$ cat src/rtl/mem_port_arbiter.sv
// Round-robin owner of the single memory port, shared by the cpu bus (r0) and the
// loader/DMA engine (r1). One access in flight; single-cycle strobes; fixed read latency.
//
//   state   | meaning
//   S_IDLE  | sample requests, capture the winner's command
//   S_ISSUE | strobe cycle: mem_rd or mem_wr high for exactly this cycle
//   S_WAIT  | read in flight, counting down to the data-valid cycle
//   S_ACK   | winner's ack pulse, gnt still high, r_rdata valid
module mem_port_arbiter #(
   parameter int ADDR_W = 16,
   parameter int DATA_W = 16,
   parameter int RD_LAT = 1
) (
   input  logic              clock,
   input  logic              reset,
   input  logic              r0_req,
   input  logic              r0_we,
   input  logic [ADDR_W-1:0] r0_adrs,
   input  logic [DATA_W-1:0] r0_wdata,
   output logic              r0_gnt,
   output logic              r0_ack,
   input  logic              r1_req,
   input  logic              r1_we,
   input  logic [ADDR_W-1:0] r1_adrs,
   input  logic [DATA_W-1:0] r1_wdata,
   output logic              r1_gnt,
   output logic              r1_ack,
   output logic [DATA_W-1:0] r_rdata,
   output logic [ADDR_W-1:0] mem_adrs,
   output logic [DATA_W-1:0] mem_wdata,
   output logic              mem_rd,
   output logic              mem_wr,
   input  logic [DATA_W-1:0] mem_rdata
);

   typedef enum logic [1:0] {S_IDLE, S_ISSUE, S_WAIT, S_ACK} state_t;

   localparam logic [2:0] LAT_M1 = 3'(RD_LAT - 1);

   state_t            state_q;
   logic              last_q;
   logic              win_q;
   logic              we_q;
   logic [ADDR_W-1:0] adrs_q;
   logic [DATA_W-1:0] wdata_q;
   logic [DATA_W-1:0] rdata_q;
   logic [2:0]        cnt_q;
   logic              gnt0_q, gnt1_q;
   logic              ack0_q, ack1_q;
   logic              rd_q, wr_q;

   logic              win_d;
   logic              we_d;
   logic [ADDR_W-1:0] adrs_d;
   logic [DATA_W-1:0] wdata_d;

   // A tie goes to whoever was not granted last; a lone request simply wins.
   always_comb begin
      win_d = r1_req;
      if (r0_req && r1_req) win_d = ~last_q;
      we_d    = win_d ? r1_we    : r0_we;
      adrs_d  = win_d ? r1_adrs  : r0_adrs;
      wdata_d = win_d ? r1_wdata : r0_wdata;
   end

   always_ff @(posedge clock or posedge reset) begin
      if (reset) begin
         state_q <= S_IDLE;
         last_q  <= 1'b1;
         win_q   <= 1'b0;
         we_q    <= 1'b0;
         adrs_q  <= '0;
         wdata_q <= '0;
         rdata_q <= '0;
         cnt_q   <= '0;
         gnt0_q  <= 1'b0;
         gnt1_q  <= 1'b0;
         ack0_q  <= 1'b0;
         ack1_q  <= 1'b0;
         rd_q    <= 1'b0;
         wr_q    <= 1'b0;
      end else begin
         ack0_q <= 1'b0;
         ack1_q <= 1'b0;
         rd_q   <= 1'b0;
         wr_q   <= 1'b0;
         case (state_q)
            S_IDLE: begin
               if (r0_req || r1_req) begin
                  win_q   <= win_d;
                  last_q  <= win_d;
                  we_q    <= we_d;
                  adrs_q  <= adrs_d;
                  wdata_q <= wdata_d;
                  gnt0_q  <= ~win_d;
                  gnt1_q  <= win_d;
                  wr_q    <= we_d;
                  rd_q    <= ~we_d;
                  state_q <= S_ISSUE;
               end
            end
            S_ISSUE: begin
               if (we_q) begin
                  ack0_q  <= ~win_q;
                  ack1_q  <= win_q;
                  state_q <= S_ACK;
               end else begin
                  cnt_q   <= LAT_M1;
                  state_q <= S_WAIT;
               end
            end
            S_WAIT: begin
               // Data is valid in the cycle where the count has reached zero.
               if (cnt_q == 3'd0) begin
                  rdata_q <= mem_rdata;
                  ack0_q  <= ~win_q;
                  ack1_q  <= win_q;
                  state_q <= S_ACK;
               end else begin
                  cnt_q <= cnt_q - 3'd1;
               end
            end
            S_ACK: begin
               gnt0_q  <= 1'b0;
               gnt1_q  <= 1'b0;
               state_q <= S_IDLE;
            end
            default: state_q <= S_IDLE;
         endcase
      end
   end

   assign r0_gnt    = gnt0_q;
   assign r1_gnt    = gnt1_q;
   assign r0_ack    = ack0_q;
   assign r1_ack    = ack1_q;
   assign r_rdata   = rdata_q;
   assign mem_adrs  = adrs_q;
   assign mem_wdata = wdata_q;
   assign mem_rd    = rd_q;
   assign mem_wr    = wr_q;

endmodule

$ cat config.mk
export PLATFORM = sky130hd
export DESIGN_NAME = mem_port_arbiter
export DESIGN_NICKNAME = d
export VERILOG_FILES = /design/src/rtl/mem_port_arbiter.sv
export SDC_FILE = /design/constraint.sdc
export NUM_CORES = 1
export LEC_CHECK = 0
export CELL_PAD_IN_SITES_DETAIL_PLACEMENT = 1
export CELL_PAD_IN_SITES_GLOBAL_PLACEMENT = 1
export CORE_MARGIN = 5
export CORE_UTILIZATION = 27
export DETAILED_ROUTE_END_ITERATION = 16
export PLACE_DENSITY_LB_ADDON = 0.25
export SLEW_MARGIN = 20
export SYNTH_ARGS = -nofsm -noshare
export SYNTH_HDL_FRONTEND = slang
export SYNTH_SLANG_ARGS = --single-unit
$ cat constraint.sdc
create_clock -name clock -period 2 [get_ports clock]
set_clock_uncertainty 0.15 [all_clocks]
set_input_delay 0.2 -clock clock [delete_from_list [all_inputs] [get_ports clock]]
set_output_delay 0.2 -clock clock [all_outputs]
set_load 0.01 [all_outputs]
* Word-level counts from Yosys, hierarchy flattened
Index checks and enable logic that the tools add are counted.
** Word-level totals
- Flip-flop bits (word level) :: 62
- Bits of input ports :: 86
- Output and inout bits :: 54
- Word-level logic and storage cells :: 62
** Cells by class
- Add/subtract/negate cells :: 1
- Equal/unequal tests :: 7
- Mux-type cells :: 25
- Bitwise gates (word level) :: 4
- Reduce and logical (&&, ||, !) cells :: 11
** Operators with widths (number)
- 16-bit 2-to-1 mux :: 2
- 1-bit 2-to-1 mux :: 13
- 2-bit != test, second input constant :: 4
- 1-bit case mux with 2 select lines :: 4
- 2-bit case mux with 4 select lines :: 1
- 2-bit AND reduction :: 4
- 3-bit 2-to-1 mux :: 2
- 3-bit case mux with 2 select lines :: 1
- 2-bit == test, second input constant :: 2
- 2-bit 2-to-1 mux :: 2
- 1-bit NOT :: 4
- 2-bit nonzero test :: 2
- 3-bit logical NOT :: 1
- 3-bit AND reduction :: 1
- 3-bit by 1-bit subtractor with 3-bit output, second input constant :: 1
- 2-bit by 1-bit == test with 1-bit output, second input constant :: 1
- 2-bit logical NOT :: 1
- 1-bit logical AND :: 1
- 1-bit logical OR :: 1

* Logic depth before layout (Yosys ltp)
Gate-level depths: netlist (run 1).
- Depth in word-level cells :: 6
- Gate-level depth with buffers :: 8
- Gate-level depth less buffers :: 5

* Worst setup path before layout (run 1)
Ideal clock, no wire load.
- Path type :: reg2reg
- From :: register state_q[0]
- To :: register rdata_q[0], in the netlist r_rdata[0]
- Library setup time :: 125 ps
- Data arrival time :: 1523 ps
- Required time :: 1725 ps
- Slack :: 201 ps
- Stages on the path, launching flop included :: 8
- Buffers on the path :: 3
- Clock period less this slack :: 1799 ps
- Path through :: dfrtp_1 inv_1 ha_1 buf_6 and3b_1 buf_6 buf_6 mux2_4
** On the way
- Word-level cells in the longest chain between the ends :: 2
** Ends and longest elaborated chain
- start, declared :: line 40 : state_t state_q;
- start signal, assigned :: line 68 : state_q <= S_IDLE;
- start signal, assigned :: line 99 : state_q <= S_ISSUE;
- start signal, assigned :: line 106 : state_q <= S_ACK;
- 2-bit == test :: line 87 : case (state_q)
- 2-bit AND reduction (no source line)
- end signal, assigned :: line 115 : rdata_q <= mem_rdata;
- end, declared :: line 46 : logic [DATA_W-1:0] rdata_q;
No other way between the ends.
A chain may end at the register's enable or synchronous reset.

* Final worst setup path (run 1)
- From :: register state_q[0]
- To :: register state_q[1]
** On the way
- Word-level cells in the longest chain between the ends :: 3
- Elaborated cells on any way between the ends :: 8
- Those cells by class :: eq/ne: 5; mux: 1; reduce/logical: 2
** Ends and longest elaborated chain (line)
- 2-bit == test / 2-bit logical NOT (equally long branches) :: 87
- 2-bit != test (no source line)
- 2-bit AND reduction (no source line)
Several ways; a longest one is shown, not always the timed one.

==> impl_metrics.tcl, run 1 <==
set metrics [dict create \
    status "finished, final reports clean" \
    synth_top_area_share 0.533 \
    worstSetupPathType "reg2reg" \
    stdcell_count 570 \
    crit_fanout 4 \
    synthFlopType "dfrtp_1" \
    drive_above_1_share 0.0968 \
    setup_viol 0 \
    clkLatencyLatePin_ps 330 \
    min_path_type "in2async" \
    synth_top_family_by_area "compound AO/OA/AOI/OAI gates" \
    cts_tree "yes" \
    ctsHoldBuffers 0 \
    post_cts_buffers 0 \
    yosysMostFrequentCell "a21oi_1" \
    cp_slowest_cell "dfrtp_1" \
    power_density_mw_per_mm2 1430 \
    startpoint_type "flop" \
    syn-num-nets 377 \
    die-area_sq_mm 0.0128 \
    worstPathRequired_ps 2060 \
    wl_per_cell_um 16.4 \
    rsz0062_at_grt "no" \
    endpoint_kind "flop" \
    avgSynthCellArea_sq_um 10.0 \
    p_leak_nw 1.97 \
    tns_ps 0 \
    grt_pass1_wl_um 15200 \
    hold_violations 0 \
    tightest_slew_ps 448 \
    wl_met3_um 704 \
    cpPeakStageDelay_ps 420 \
    power_mw 6.68 \
    ant_nets 0 \
    yosys_register_bits 62 \
    clkTransAtPathRegs_ps 70 \
    drv_slew 0 \
    post_dp_cell_area_sq_mm 0.00445 \
    synth_area_leaders "dfrtp_1 (53%), a21oi_1 (12%), nor2_1 (5.0%)" \
    grt_max_degree 37 \
    slew_headroom 0.701 \
    hpwl_um 6990 \
    ir_drop_mv 0.536 \
    synthXorXnorAreaFrac 0 \
    finalNetCount 521 \
    ctsLongestPathBuffers 2 \
    final_area_sq_mm 0.00466 \
    met2_length_um 4430 \
    synth-seq-area-share 0.542 \
    place_worst_setup_slack_ps 143 \
    fin_crit_sh 0.934 \
    die_y_um 113 \
    cp.arrival_ps 1930 \
    io_pins 140 \
    synth_commonest_cells "a21oi_1 (66), dfrtp_1 (61), nor2_1 (38), nand2_1 (36), buf_2 (12)" \
    synth_edf_count 0 \
    placed_cells 554 \
    core_area_sq_mm 0.0103 \
    grt_pass1_vias 2894 \
    port_buffers 139 \
    grt-ovfl-total 0 \
    synth.area.mux_share 0.0808 \
    numCtsBuffers 9 \
    gp_congestion 0.739 \
    rows 37 \
    synth_simple_gate_area_frac 0.124 \
    syn_area_sq_mm 0.00286 \
    path_cells "inv_1, ha_1, or3b_1, a21bo_4, mux2_1" \
    drt-pass1-iter-count 4 \
    routed_wl_um 9370 \
    antenna_cells 0 \
    cts_sinks 62 \
    drc 0 \
    first_iter_violations 104 \
    highest_layer "met4" \
    cts-htree-levels 3 \
    synth_top_area_cell "dfrtp_1" \
    synth_fa_ha_area_frac 0.0262 \
    vias_per_cell 4.59 \
    drv_cap 0 \
    area_growth_pct 62.6 \
    initial_utilization 0.277 \
    grt_antenna_before_repair 0 \
    drt-met1-wl_um 4110 \
    yosys_warnings 0 \
    clockRootBuffer "clkbuf_8" \
    track_usage 0.150 \
    fillers 1166 \
    setup_slack_ps 131 \
    ys_types 37 \
    fmax_ghz 0.535 \
    dieWidth_um 113 \
    netlist_instances 285 \
    synthArstFlopShare 1.00 \
    whs_ps 51.0 \
    cts_resized 0 \
    period_minus_slack_ps 1870 \
    vias 2615 \
    finish.utilization 0.451 \
    synth_compound_area_frac 0.173 \
]
==> sequential cells by signal, indices dropped and copies added, names as in the netlist, 2 cells and up <==
signal	count
mem_wdata	16
state_q	2
r_rdata	16
cnt_q	3
mem_adrs	16
==> per-layer routing <==
| layer | vias up | global-route usage |
|---|---|---|
| li1 | 1255 | - |
| met1 | 1253 | 0.184 |
| met2 | 98 | 0.249 |
| met3 | 9 | 0.0487 |
| met4 | 0 | 0.0457 |
| met5 | - | 0 |
==> critical path: cells and delay by family, from the launching register on <==
kind | cells | cell delay, ps
DFF | 1 | 420
and+or+nand+nor | 1 | 370
muxes | 1 | 310
adders and majority gates | 1 | 190
AOI/OAI and AO/OA | 1 | 190
buffers and inverters | 1 | 130
==> area by class of cell <==
class                   count  area (sq um)  share of cell area
flip-flops and latches     62          1550               0.333
multi-input cells         196          1160               0.248
clock buffers              11           151              0.0325
repair buffers            152          1540               0.330
well taps                 136           170              0.0365
clock inverters             5          57.6              0.0124
inverters                   8          30.0             0.00645
==> cells by family after synthesis <==
group,Yosys count
multiplexers,18
AND/OR/NAND/NOR,86
AO/OA/AOI/OAI,86
adder cells (fa/ha/maj),6
flip-flops,62
buffers and inverters,27
==> cell usage in the layout, fill, tap and decap left out, types with 2 or more instances in the layout <==
master	n
buf_12	4
nand4_1	2
and2_1	2
clkinvlp_4	3
inv_1	7
o21ai_1	4
mux2_4	8
buf_4	9
dfrtp_1	61
nor2_1	38
nand2_1	36
mux2_1	9
o21ai_0	2
ha_1	6
nor2b_1	3
clkbuf_8	11
a21oi_1	66
clkdlybuf4s50_1	139
==> power breakdown <==
part | switching, mW | leakage, nW | internal [mW]
Sequential | 0.342 | 0.722 | 1.86
Clock | 0.499 | 0.0976 | 0.641
Combinational | 1.52 | 1.15 | 1.82
Total | 2.36 | 1.97 | 4.32
==> worst paths after layout <==
check | cells past startpoint | to | startpoint | slack (ps)
max | 5 | state_q[1]$_DFFE_PP0P_ | state_q[0]$_DFFE_PP0P_ | 130
min reg2reg | 1 | r0_ack$_DFF_PP0_ | win_q$_DFFE_PP0P_ | 310
max reg2reg | 5 | state_q[1]$_DFFE_PP0P_ | state_q[0]$_DFFE_PP0P_ | 130
max in group asynchronous | 3 | last_q$_DFFE_PP1P_ | reset | 1060
min in group clock | 3 | mem_wdata[11]$_DFFE_PP0P_ | r0_wdata[11] | 250
min | 2 | r_rdata[11]$_DFFE_PP0P_ | reset | 50
Note: power is estimated with default switching activity, not from simulation.
==> run 2, diff against run 1 <==
--- a/config.mk
+++ b/config.mk
@@ -5,10 +5,10 @@
 export SDC_FILE = /design/constraint.sdc
 export NUM_CORES = 1
 export LEC_CHECK = 0
-export CELL_PAD_IN_SITES_DETAIL_PLACEMENT = 1
-export CELL_PAD_IN_SITES_GLOBAL_PLACEMENT = 1
+export CELL_PAD_IN_SITES_DETAIL_PLACEMENT = 2
+export CELL_PAD_IN_SITES_GLOBAL_PLACEMENT = 2
 export CORE_MARGIN = 5
-export CORE_UTILIZATION = 27
+export CORE_UTILIZATION = 21
 export DETAILED_ROUTE_END_ITERATION = 16
 export PLACE_DENSITY_LB_ADDON = 0.25
 export SLEW_MARGIN = 20
==> impl_metrics.tcl, run 2 (synthesis results as in run 1) <==
set metrics [dict create \
    port_buffers 139 \
    initial_utilization 0.215 \
    grt_pass1_wl_um 17300 \
    ir_drop_mv 0.410 \
    hold_violations 0 \
    die-area_sq_mm 0.0161 \
    drv_cap 0 \
    cpPeakStageDelay_ps 410 \
    die_y_um 127 \
    drt-pass1-iter-count 3 \
    gp_congestion 0.722 \
    vias 2709 \
    clkTransAtPathRegs_ps 50 \
    finalNetCount 522 \
    final_common_cell "clkdlybuf4s50_1" \
    drc 0 \
    routed_wl_um 10800 \
    first_iter_violations 100 \
    period_minus_slack_ps 1910 \
    fin_crit_sh 0.955 \
    drv_slew 0 \
    fmax_ghz 0.524 \
    rows 42 \
    numCtsBuffers 9 \
    core_area_sq_mm 0.0133 \
    clockRootBuffer "clkbuf_16" \
    dieWidth_um 127 \
    cts_tree "yes" \
    worstSetupPathType "reg2reg" \
    tns_ps 0 \
    endpoint_kind "flop" \
    cp.arrival_ps 1970 \
    ctsLongestPathBuffers 2 \
    tightest_slew_ps 424 \
    wl_per_cell_um 17.7 \
    finish.utilization 0.359 \
    min_path_type "in2async" \
    hpwl_um 7790 \
    drive_above_1_share 0.0901 \
    grt_pass1_vias 3128 \
    p_leak_nw 2.01 \
    cts_sinks 62 \
    layout_common_cells "clkdlybuf4s50_1 (139), a21oi_1 (66), dfrtp_1 (61)" \
    cp_slowest_cell "dfrtp_1" \
    grt_antenna_before_repair 0 \
    cts-htree-levels 3 \
    ant_nets 0 \
    grt_max_degree 63 \
    track_usage 0.139 \
    setup_viol 0 \
    antenna_cells 0 \
    grt-ovfl-total 0 \
    clkLatencyLatePin_ps 330 \
    rsz0062_at_grt "no" \
    stdcell_count 609 \
    worstPathRequired_ps 2060 \
    path_cells "inv_1, ha_1, or3b_1, a21bo_4, mux2_1" \
    startpoint_type "flop" \
    io_pins 140 \
    vias_per_cell 4.45 \
    power_density_mw_per_mm2 1480 \
    crit_fanout 4 \
    slew_headroom 0.716 \
    status "finished, final reports clean" \
    area_growth_pct 66.8 \
    placed_cells 595 \
]
run 2: worst paths after layout:
| kind | startpoint | to | slack, ps | cells past startpoint |
|---|---|---|---|---|
| setup / recovery | state_q[0]$_DFFE_PP0P_ | state_q[1]$_DFFE_PP0P_ | 90 | 5 |
| hold / removal | reset | r_rdata[13]$_DFFE_PP0P_ | 100 | 3 |
| setup reg to reg | state_q[0]$_DFFE_PP0P_ | state_q[1]$_DFFE_PP0P_ | 90 | 5 |
| hold reg to reg | win_q$_DFFE_PP0P_ | r0_ack$_DFF_PP0_ | 280 | 1 |
| max in group asynchronous | reset | last_q$_DFFE_PP1P_ | 1240 | 3 |
| min in group clock | r0_adrs[7] | mem_adrs[7]$_DFFE_PP0P_ | 260 | 3 |
run 2: stage by stage:
step | setup WS [ps] | hold WS [ps] | cell area, sq um | total power, mW
2_1_floorplan | 110 | 179 | 2860 | 3.85
3_3_place_gp | 183 | 259 | 4520 | 5.62
3_5_place_dp | 85.1 | 277 | 4520 | 5.75
4_1_cts | 74.3 | 125 | 4780 | 7.24
5_1_grt | 8.21 | 137 | 4780 | 7.59
6_report | 90.0 | 99.6 | 4780 | 7.06
run 2: layer usage:
layer	global-route usage	up-vias	routed length (um)
li1	-	1252	-
met1	0.162	1340	4360
met2	0.221	102	5070
met3	0.0702	15	1140
met4	0.0486	0	199
met5	0	-	0
run 2: final cells by class:
| class | instances | area, sq um |
|---|---|---|
| clock inverter | 2 | 10.0 |
| multi-input combinational | 196 | 1160 |
| clock buffer | 12 | 246 |
| timing repair buffer | 153 | 1560 |
| fill | 1440 | 8520 |
| sequential | 62 | 1550 |
| inverter | 8 | 30.0 |
| tap | 176 | 220 |
run 2: what timing repair did:
item	4_1_cts	5_1_grt
buffers inserted	0	0
resized for setup	0	1
endpoints found under the setup margin	0	1
hold buffers	0	0
run 2: worst max-delay path: cells and delay by family, from the launching register on:
family                   cells  cell delay, ps
adder cells (fa/ha/maj)      1             190
buffers and inverters        1             150
flip-flops                   1             410
multiplexers                 1             320
AO/OA/AOI/OAI                1             200
AND/OR/NAND/NOR              1             370
run 2: report_power, final:
part	switching [mW]	internal [mW]
Sequential	0.337	1.87
Clock	0.551	0.854
Combinational	1.59	1.86
Total	2.48	4.58
